==> config.mk <==
export PLATFORM = sky130hd
export DESIGN_NAME = psad_best_match
export DESIGN_NICKNAME = d
export VERILOG_FILES = /design/src/rtl/psad_best_match.sv
export SDC_FILE = /design/constraint.sdc
export NUM_CORES = 2
export LEC_CHECK = 0
export CAP_MARGIN = 20
export CORE_AREA = 3 3 563 565
export CTS_BUF_LIST = sky130_fd_sc_hd__clkbuf_4
export DETAILED_ROUTE_END_ITERATION = 16
export DIE_AREA = 0 0 566 568
export PLACE_DENSITY = 0.46
export SYNTH_ARGS = -nofsm -noshare
export SYNTH_HDL_FRONTEND = slang
export SYNTH_SLANG_ARGS = --single-unit
==> constraint.sdc <==
create_clock -name clk -period 35.4 [get_ports clk]
set_input_delay 3.54 -clock clk [delete_from_list [all_inputs] [get_ports clk]]
set_output_delay 3.54 -clock clk [all_outputs]
set_load 0.01 [all_outputs]
==> src/rtl/psad_best_match.sv <==
// Reduces partial-SAD batches to block SADs and tracks the minimum (and its
// candidate index) over a search window. Optional zero-MV bias: PSAD_ZERO_MV_BIAS_EN.
//
// state  | meaning
// IDLE   | waiting for block_start, batches ignored
// SEARCH | accepting batches until NUM_BATCHES are taken
// DRAIN  | letting the sum/compare pipeline empty
// DONE   | result presented until result_ready
module psad_best_match #(
  parameter int PIXELS_IN_BATCH = 16,
  parameter int EDGE_LEN        = 8,
  parameter int PSAD_BIT_WIDTH  = 11,
  parameter int NUM_BATCHES     = 16,
  parameter int SAD_BIT_WIDTH   = PSAD_BIT_WIDTH + $clog2(EDGE_LEN),
  parameter int INDEX_BIT_WIDTH = $clog2(NUM_BATCHES * PIXELS_IN_BATCH),
  parameter int ZERO_MV_INDEX   = 136,
  parameter int ZERO_MV_BIAS    = 64
) (
  input  logic                                               clk,
  input  logic                                               rst,
  input  logic                                               block_start,
  input  logic [PSAD_BIT_WIDTH*EDGE_LEN*PIXELS_IN_BATCH-1:0] psad_addend_batch,
  input  logic                                               in_valid,
  output logic                                               in_ready,
  output logic                                               result_valid,
  input  logic                                               result_ready,
  output logic [SAD_BIT_WIDTH-1:0]                           best_sad,
  output logic [INDEX_BIT_WIDTH-1:0]                         best_index
);

  localparam int CNT_W = (NUM_BATCHES > 1) ? $clog2(NUM_BATCHES) : 1;

  typedef enum logic [1:0] {S_IDLE, S_SEARCH, S_DRAIN, S_DONE} state_t;

  state_t                     state_q, state_d;
  logic [CNT_W-1:0]           cnt_q;
  logic                       s1_valid_q, s2_valid_q;
  logic [CNT_W-1:0]           s1_batch_q;
  logic [SAD_BIT_WIDTH-1:0]   s1_sad_q [PIXELS_IN_BATCH];
  logic [SAD_BIT_WIDTH-1:0]   s1_sum_d [PIXELS_IN_BATCH];
  logic [SAD_BIT_WIDTH-1:0]   min_sad_q;
  logic [INDEX_BIT_WIDTH-1:0] min_idx_q;
  logic [SAD_BIT_WIDTH-1:0]   best_sad_q;
  logic [INDEX_BIT_WIDTH-1:0] best_idx_q;

  logic [SAD_BIT_WIDTH-1:0]   cand_sad [PIXELS_IN_BATCH];
  logic [INDEX_BIT_WIDTH-1:0] cand_idx [PIXELS_IN_BATCH];
  logic [SAD_BIT_WIDTH-1:0]   bat_min;
  logic [INDEX_BIT_WIDTH-1:0] bat_idx;

  logic accept, last_accept;

  // block_start wins over a coincident in_valid
  assign accept      = (state_q == S_SEARCH) && in_valid && !block_start;
  assign last_accept = accept && (cnt_q == CNT_W'(NUM_BATCHES - 1));

  assign in_ready     = (state_q == S_SEARCH);
  assign result_valid = (state_q == S_DONE);
  assign best_sad     = best_sad_q;
  assign best_index   = best_idx_q;

  always_comb begin
    state_d = state_q;
    case (state_q)
      S_IDLE:   state_d = S_IDLE;
      S_SEARCH: if (last_accept) state_d = S_DRAIN;
      S_DRAIN:  if (!s1_valid_q && !s2_valid_q) state_d = S_DONE;
      S_DONE:   if (result_ready) state_d = S_IDLE;
      default:  state_d = S_IDLE;
    endcase
    if (block_start) state_d = S_SEARCH;
  end

  always_ff @(posedge clk) begin
    if (!rst) state_q <= S_IDLE;
    else      state_q <= state_d;
  end

  always_comb begin
    for (int p = 0; p < PIXELS_IN_BATCH; p++) begin
      s1_sum_d[p] = '0;
      for (int c = 0; c < EDGE_LEN; c++) begin
        s1_sum_d[p] = s1_sum_d[p] + SAD_BIT_WIDTH'(
          psad_addend_batch[(c*PIXELS_IN_BATCH + p)*PSAD_BIT_WIDTH +: PSAD_BIT_WIDTH]);
      end
    end
  end

  // Lowest p wins ties inside the batch (strict less-than, ascending scan)
  always_comb begin
    for (int p = 0; p < PIXELS_IN_BATCH; p++) begin
      cand_idx[p] = INDEX_BIT_WIDTH'(s1_batch_q) * INDEX_BIT_WIDTH'(PIXELS_IN_BATCH)
                  + INDEX_BIT_WIDTH'(p);
      cand_sad[p] = s1_sad_q[p];
`ifdef PSAD_ZERO_MV_BIAS_EN
      if (cand_idx[p] == INDEX_BIT_WIDTH'(ZERO_MV_INDEX)) begin
        cand_sad[p] = (s1_sad_q[p] > SAD_BIT_WIDTH'(ZERO_MV_BIAS))
                    ? s1_sad_q[p] - SAD_BIT_WIDTH'(ZERO_MV_BIAS) : '0;
      end
`endif
    end
    bat_min = cand_sad[0];
    bat_idx = cand_idx[0];
    for (int p = 1; p < PIXELS_IN_BATCH; p++) begin
      if (cand_sad[p] < bat_min) begin
        bat_min = cand_sad[p];
        bat_idx = cand_idx[p];
      end
    end
  end

  always_ff @(posedge clk) begin
    if (!rst) begin
      cnt_q      <= '0;
      s1_valid_q <= 1'b0;
      s2_valid_q <= 1'b0;
      s1_batch_q <= '0;
      for (int p = 0; p < PIXELS_IN_BATCH; p++) s1_sad_q[p] <= '0;
      min_sad_q  <= '1;
      min_idx_q  <= '0;
      best_sad_q <= '0;
      best_idx_q <= '0;
    end else begin
      if (block_start) begin
        cnt_q      <= '0;
        s1_valid_q <= 1'b0;
        s2_valid_q <= 1'b0;
        min_sad_q  <= '1;
        min_idx_q  <= '0;
      end else begin
        s1_valid_q <= accept;
        s2_valid_q <= s1_valid_q;
        if (accept) begin
          cnt_q      <= cnt_q + CNT_W'(1);
          s1_batch_q <= cnt_q;
          for (int p = 0; p < PIXELS_IN_BATCH; p++) s1_sad_q[p] <= s1_sum_d[p];
        end
        if (s1_valid_q && (bat_min < min_sad_q)) begin
          min_sad_q <= bat_min;
          min_idx_q <= bat_idx;
        end
      end
      if ((state_q == S_DRAIN) && (state_d == S_DONE)) begin
        best_sad_q <= min_sad_q;
        best_idx_q <= min_idx_q;
      end
    end
  end

endmodule

---- Yosys cells after proc, flatten, opt, wreduce, memory -nomap -nowiden ----
Memory sizes are Yosys's and may differ from the RTL's.
Cells that the tools add are included.
word-level totals
  bits in registers ....................... 56
  bits in latches ......................... 0
  memory bits (writable) .................. 224
  ROM bits ................................ 0
  input bits .............................. 1413
  output and inout bits ................... 24
  logic and storage cells ................. 245
  memories ................................ 1
memories
  memory    depth  width  read ports  clocked after memory_dff  write ports  line  RTL
  s1_sad_q  16     14     16          0                         16           39    logic [SAD_BIT_WIDTH-1:0] s1_sad_q [PIXELS_IN_BATCH];
operators by class
  add/subtract/negate cells ............... 128
  multipliers ............................. 0
  div/mod/pow operators ................... 0
  $lt $le $gt $ge ......................... 16
  eq/ne operators ......................... 5
  shift-type cells ........................ 0
  mux-type cells .......................... 56
  bitwise gates (word level) .............. 18
  reductions and logical operators ........ 12
operators with widths
  operator                                                          count
  14-bit by 11-bit adder with 14-bit output                         64
  14-bit two-way mux                                                31
  13-bit by 11-bit adder with 14-bit output                         16
  14-bit less-than comparator                                       16
  12-bit by 11-bit adder with 13-bit output                         16
  11-bit by 11-bit adder with 12-bit output                         16
  8-bit two-way mux                                                 15
  8-bit by 4-bit adder with 8-bit output (second input constant)    8
  8-bit by 3-bit adder with 8-bit output (second input constant)    4
  8-bit by 2-bit adder with 8-bit output (second input constant)    2
  1-bit bitwise OR                                                  16
  8-bit by 1-bit adder with 8-bit output (second input constant)    1
  2-bit two-way mux                                                 4
  2-bit one-hot mux with 4 select lines                             1
  2-bit == test (second input constant)                             3
  1-bit logical AND                                                 6
  1-bit two-way mux                                                 5
  4-bit by 1-bit adder with 4-bit output (second input constant)    1
  4-bit == test (second input constant)                             1
  1-bit zero test                                                   3
  2-bit by 1-bit == test with 1-bit output (second input constant)  1
  2-bit zero test                                                   1
  1-bit inverter                                                    2
  2-bit AND reduction                                               1
  2-bit OR reduction                                                1

---- Longest topological paths before layout ----
An unclocked memory read counts as a cell.
  depth after elaboration ................. 33
  depth in mapped cells ................... 209
  gate-level depth less buffers ........... 183

---- Least setup slack after synthesis ----
OpenSTA, ideal clock, no wires.
  path type ............................... reg2reg
  from .................................... memory s1_sad_q[0][22] in the netlist's numbering
  to ...................................... register min_sad_q[11]
  library setup time ...................... 59 ps
  data arrival time ....................... 35284 ps
  setup slack ............................. 57 ps
  stages on the path, launching flop included .. 197
  period minus slack after synthesis ...... 35343 ps
  path through ............................ edfxtp_1 -> ha_1 -> and2_0 -> a221o_1 -> a221oi_2 -> o21a_1 -> buf_4 -> clkbuf_1 -> nor2_1 -> a21oi_1 -> ha_1 -> a21o_1 -> a21o_1 -> a21o_1 -> a21o_1 -> a21oi_1 -> a22o_1 -> nand2_1 -> [161 not listed] -> nand2_1 -> or2_2 -> inv_1 -> nand2_1 -> o31ai_1 -> a21oi_4 -> buf_4 -> mux2_2 -> ha_1 -> a21o_1 -> a21o_1 -> a21oi_1 -> nor2_1 -> nor3_1 -> clkinv_1 -> clkbuf_1 -> o211ai_1 -> o31a_1
RTL lines
  what                    line  RTL
  start: declaration      39
  end signal: assignment  139   min_sad_q <= bat_min;
  end: declaration        41    logic [SAD_BIT_WIDTH-1:0] min_sad_q;

==> results.cfg <==
[sta]
worst_pin_slew_ns = 0.953
drv_slew = 0
setup_viol = 0
period_needed_ns = 33.57
clock_skew_ns = 0.109
timing.final.crit_share_pct = 94.8
finalHoldViolations = 0
max_freq_mhz = 29.8
slew_headroom_pct = 36.5

[die]
row_count = 205
coreArea_um2 = 312000
die_area_um2 = 321000
fp.dieW_um = 566
ios = 1437
fp.dieH_um = 568
initial_core_util_pct = 16.5

[drt]
wl_um = 248000
vias = 41299
dr.first_iter.drc_count = 1584
wl_per_cell_um = 22.5
drc = 0
antenna_left = 0
first_pass_iters = 5
routed_via_density = 3.76

[yosys]
avgSynthCellArea_um2 = 9.91
synth_nets = 8051
synth_area_leaders = fa_1, edfxtp_1, inv_1, ha_1, a21oi_1
synth_edf_count = 224
synth_cell_types = 102
ys_ff_latch = 280
synthXorXnorAreaFrac_pct = 2.39
synth_top_family_by_area = adder cells
synth_compound_area_share_pct = 9.88
synth_fa_ha_area_share_pct = 50.1
synth-simple-area-share_pct = 7.46
synth_top_cell_by_area = fa_1
yosysWarnings = 0
synth_top_area_share_pct = 40.4
muxShareOfSynthArea_pct = 2.45
synthCells = 5204
postSynth.asyncResetShare_pct = 0
ys.flop_type = edfxtp_1
netlist_area_um2 = 51600
yosysSeqAreaShare_pct = 15.2

[setup_path]
cp.required_ns = 36.24
r2r_slack_ns = 1.83
cp_max_fo = 29
reg2reg_from = s1_sad_q[0][21]
slowest_delay_ns = 0.54
crit_type = reg2reg
startpoint_type = flop
critPathCaptureType = flop
slowest_stage = or4b_4
r2r_end = min_sad_q[12]
cp.arrival_ns = 34.41
critPathLaunch = s1_sad_q[0][21]
crit_top_cell = ha_1
rr_worst_depth = 173
setup.worst_path.end = min_sad_q[12]

[worst_hold_path]
hold_path.class = reg2reg

[power]
p_int_w = 0.00359
power_w = 0.00765
power.density_nw_per_um2 = 104
ir_worst_vdd_mv = 0.154
p_sw_w = 0.00407
seq_power_share_pct = 7.3
p_leak_nw = 33.1
netSwitchingFraction_pct = 53.1
pwr-share-clk_pct = 4.4
combPwrFrac_pct = 88.2

[clock_tree]
htree_levels = 3
clkLatencyLatePin_ns = 1.00
cts_buffer_depth = 3
cts_buffers = 85
cts_root_buffer = clkbuf_4
clk_pin_slew_ns = 0.07
clkSinkCount = 280
cts_tree = yes

[final_layout]
area_delta_synth_final_pct = 42.2
drive_gt1_share_pct = 6.47
fill_cells = 33961
fin_area_um2 = 73400
num-nets-final = 9601

[place]
placed_area_um2 = 71200
dpl.hpwl_um = 228000
gp_congestion = 0.930
portBuffers = 1436

[global_route]
grt_overflow_total = 0
first_global_vias = 46501
antenna_found_initial = 148
grt_use_total_pct = 15.2
grt_pass1_wl_um = 348000
grt_max_degree = 100

[flow_run]
maxCapViolCount = 0

[status]
outcome = finished clean
==> cells in the mapped netlist (6+ instances only) <==
master / count
inv_1: 1614
a311o_1: 6
o21a_1: 23
nor3b_1: 13
o22ai_1: 6
o21ai_1: 8
and2_1: 105
nand3_1: 29
mux2_4: 9
ha_1: 394
a221oi_1: 9
mux2i_1: 34
o31a_1: 11
nand2b_1: 33
or3_1: 7
mux2_2: 61
xnor2_1: 91
nand4_1: 16
a211oi_1: 17
a21oi_1: 230
o211a_1: 9
buf_2: 6
dfxtp_1: 56
nor2_1: 209
o211ai_1: 31
o21bai_1: 69
mux2_1: 7
clkbuf_1: 69
a31oi_1: 14
and4_1: 7
fa_1: 1040
edfxtp_1: 224
or2_2: 9
a21o_1: 97
o21ai_0: 123
nor2b_1: 84
a311oi_1: 7
xor2_1: 50
nor3_1: 45
a21boi_0: 25
and3_1: 13
nand2_1: 175
maj3_1: 8
==> cells in the final DEF, fill, tap and decap left out, types with 9 or more instances in the layout <==
master           instances
a211oi_1                11
o31a_1                  10
and2_1                 104
a221oi_1                 9
nor3b_1                 13
clkinv_2                10
fa_1                  1040
clkdlybuf4s50_1       1435
nand2b_1                32
nand2_1                172
clkbuf_4               115
xnor2_1                 91
xor2_1                  50
mux2_2                  61
o21ai_0                110
dfxtp_1                 56
a31oi_1                 10
ha_1                   393
a21oi_1                200
o21ai_1                 18
edfxtp_1               224
nor2b_1                 84
mux2_4                   9
clkinv_1                21
a21o_1                  97
nor3_1                  45
a21boi_0                23
inv_1                 1612
or2_2                   10
a21oi_2                 29
o211ai_1                31
nand4_1                 16
nor2_1                 199
o21bai_1                68
buf_4                   95
diode_2                 32
mux2i_1                 34
nand3_1                 27
o21a_1                  21
and3_1                  12
==> cell type report <==
class	instances	area [um^2]	share of cell area, %
flip-flops and latches	280	7850	10.7
inverters	1615	6070	8.28
multi-input cells	3229	37800	51.5
repair buffers	1543	15300	20.8
clock inverters	39	238	0.324
well taps	4140	5180	7.06
clock buffers	115	863	1.18
diodes	32	80.1	0.109
==> cells by family after synthesis <==
group	after synthesis
AOI/OAI and AO/OA	759
xor gates and xnor gates	141
adders and majority gates	1443
buffers and inverters	1701
DFF	280
muxes	112
and+or+nand+nor	768
==> power groups by stage <==
stage / combinational [W] / sequential, W / clock (W)
detailed placement: 0.00634 / 0.000568 / 0
global route: 0.00763 / 0.000570 / 0.000380
floorplan: 0.00438 / 0.000507 / 0
global placement: 0.00630 / 0.000573 / 0
finish: 0.00675 / 0.000562 / 0.000340
CTS: 0.00645 / 0.000564 / 0.000367
==> layer usage <==
metal	global-route usage, %	share of wire, %
met2	25.7	47
met3	3.44	5.8
met1	20.1	45
met4	2.50	1.8
met5	0	0.14
==> worst max-delay path, delay by kind of cell (launching register included) <==
| family | cells | cell delay (ns) |
|---|---|---|
| mux | 8 | 2.58 |
| simple gates | 49 | 7.54 |
| buf+inv | 25 | 3.04 |
| compound gates | 74 | 15.00 |
| flops | 1 | 0.40 |
| fa+ha+maj | 17 | 4.81 |
==> timing repair <==
| action | CTS | global route |
|---|---|---|
| setup endpoints to repair | 22 | 22 |
| buffers inserted | 0 | 48 |
| hold buffers | 0 | 0 |
| pin swaps | 0 | 28 |
| cloned | 0 | 9 |
| gates resized for setup | 29 | 105 |
==> per-stage QoR <==
stage | hold WS (ns) | setup WS [ns] | TNS (ns) | utilization (%) | cells
floorplan | 0.440 | 0.0567 | 0 | - | 5204
global placement | 0.461 | -0.838 | -15.33 | 22.8 | 10750
detailed placement | 0.462 | -1.86 | -38.41 | 22.8 | 10750
CTS | 0.475 | 0.0448 | 0 | 23.2 | 10904
global route | 0.493 | -0.194 | -2.88 | 23.5 | 10971
finish | 0.468 | 1.83 | 0 | 23.5 | 10993
==> worst min path at each step <==
stage / slack, ns / start / endpoint / depth (start not counted)
global placement: 0.46 / min_idx_q[6] / best_index[6] / 2
CTS: 0.47 / best_sad[4] / best_sad[4] / 2
floorplan: 0.44 / min_idx_q[7] / best_index[7] / 2
finish: 0.47 / best_sad[12] / best_sad[12] / 2
global route: 0.49 / best_sad[6] / best_sad[6] / 2
detailed placement: 0.46 / best_sad[9] / best_sad[9] / 2
==> state kept, by name, indices dropped and copies added (netlist names) <==
| register | count |
|---|---|
| best_sad | 14 |
| state_q | 2 |
| s1_valid_q | 1 |
| s2_valid_q | 1 |
| s1_batch_q | 4 |
| best_index | 8 |
| cnt_q | 4 |
| min_idx_q | 8 |
| min_sad_q | 14 |
| s1_sad_q | 224 |
Note: power is estimated with default switching activity, not from simulation.
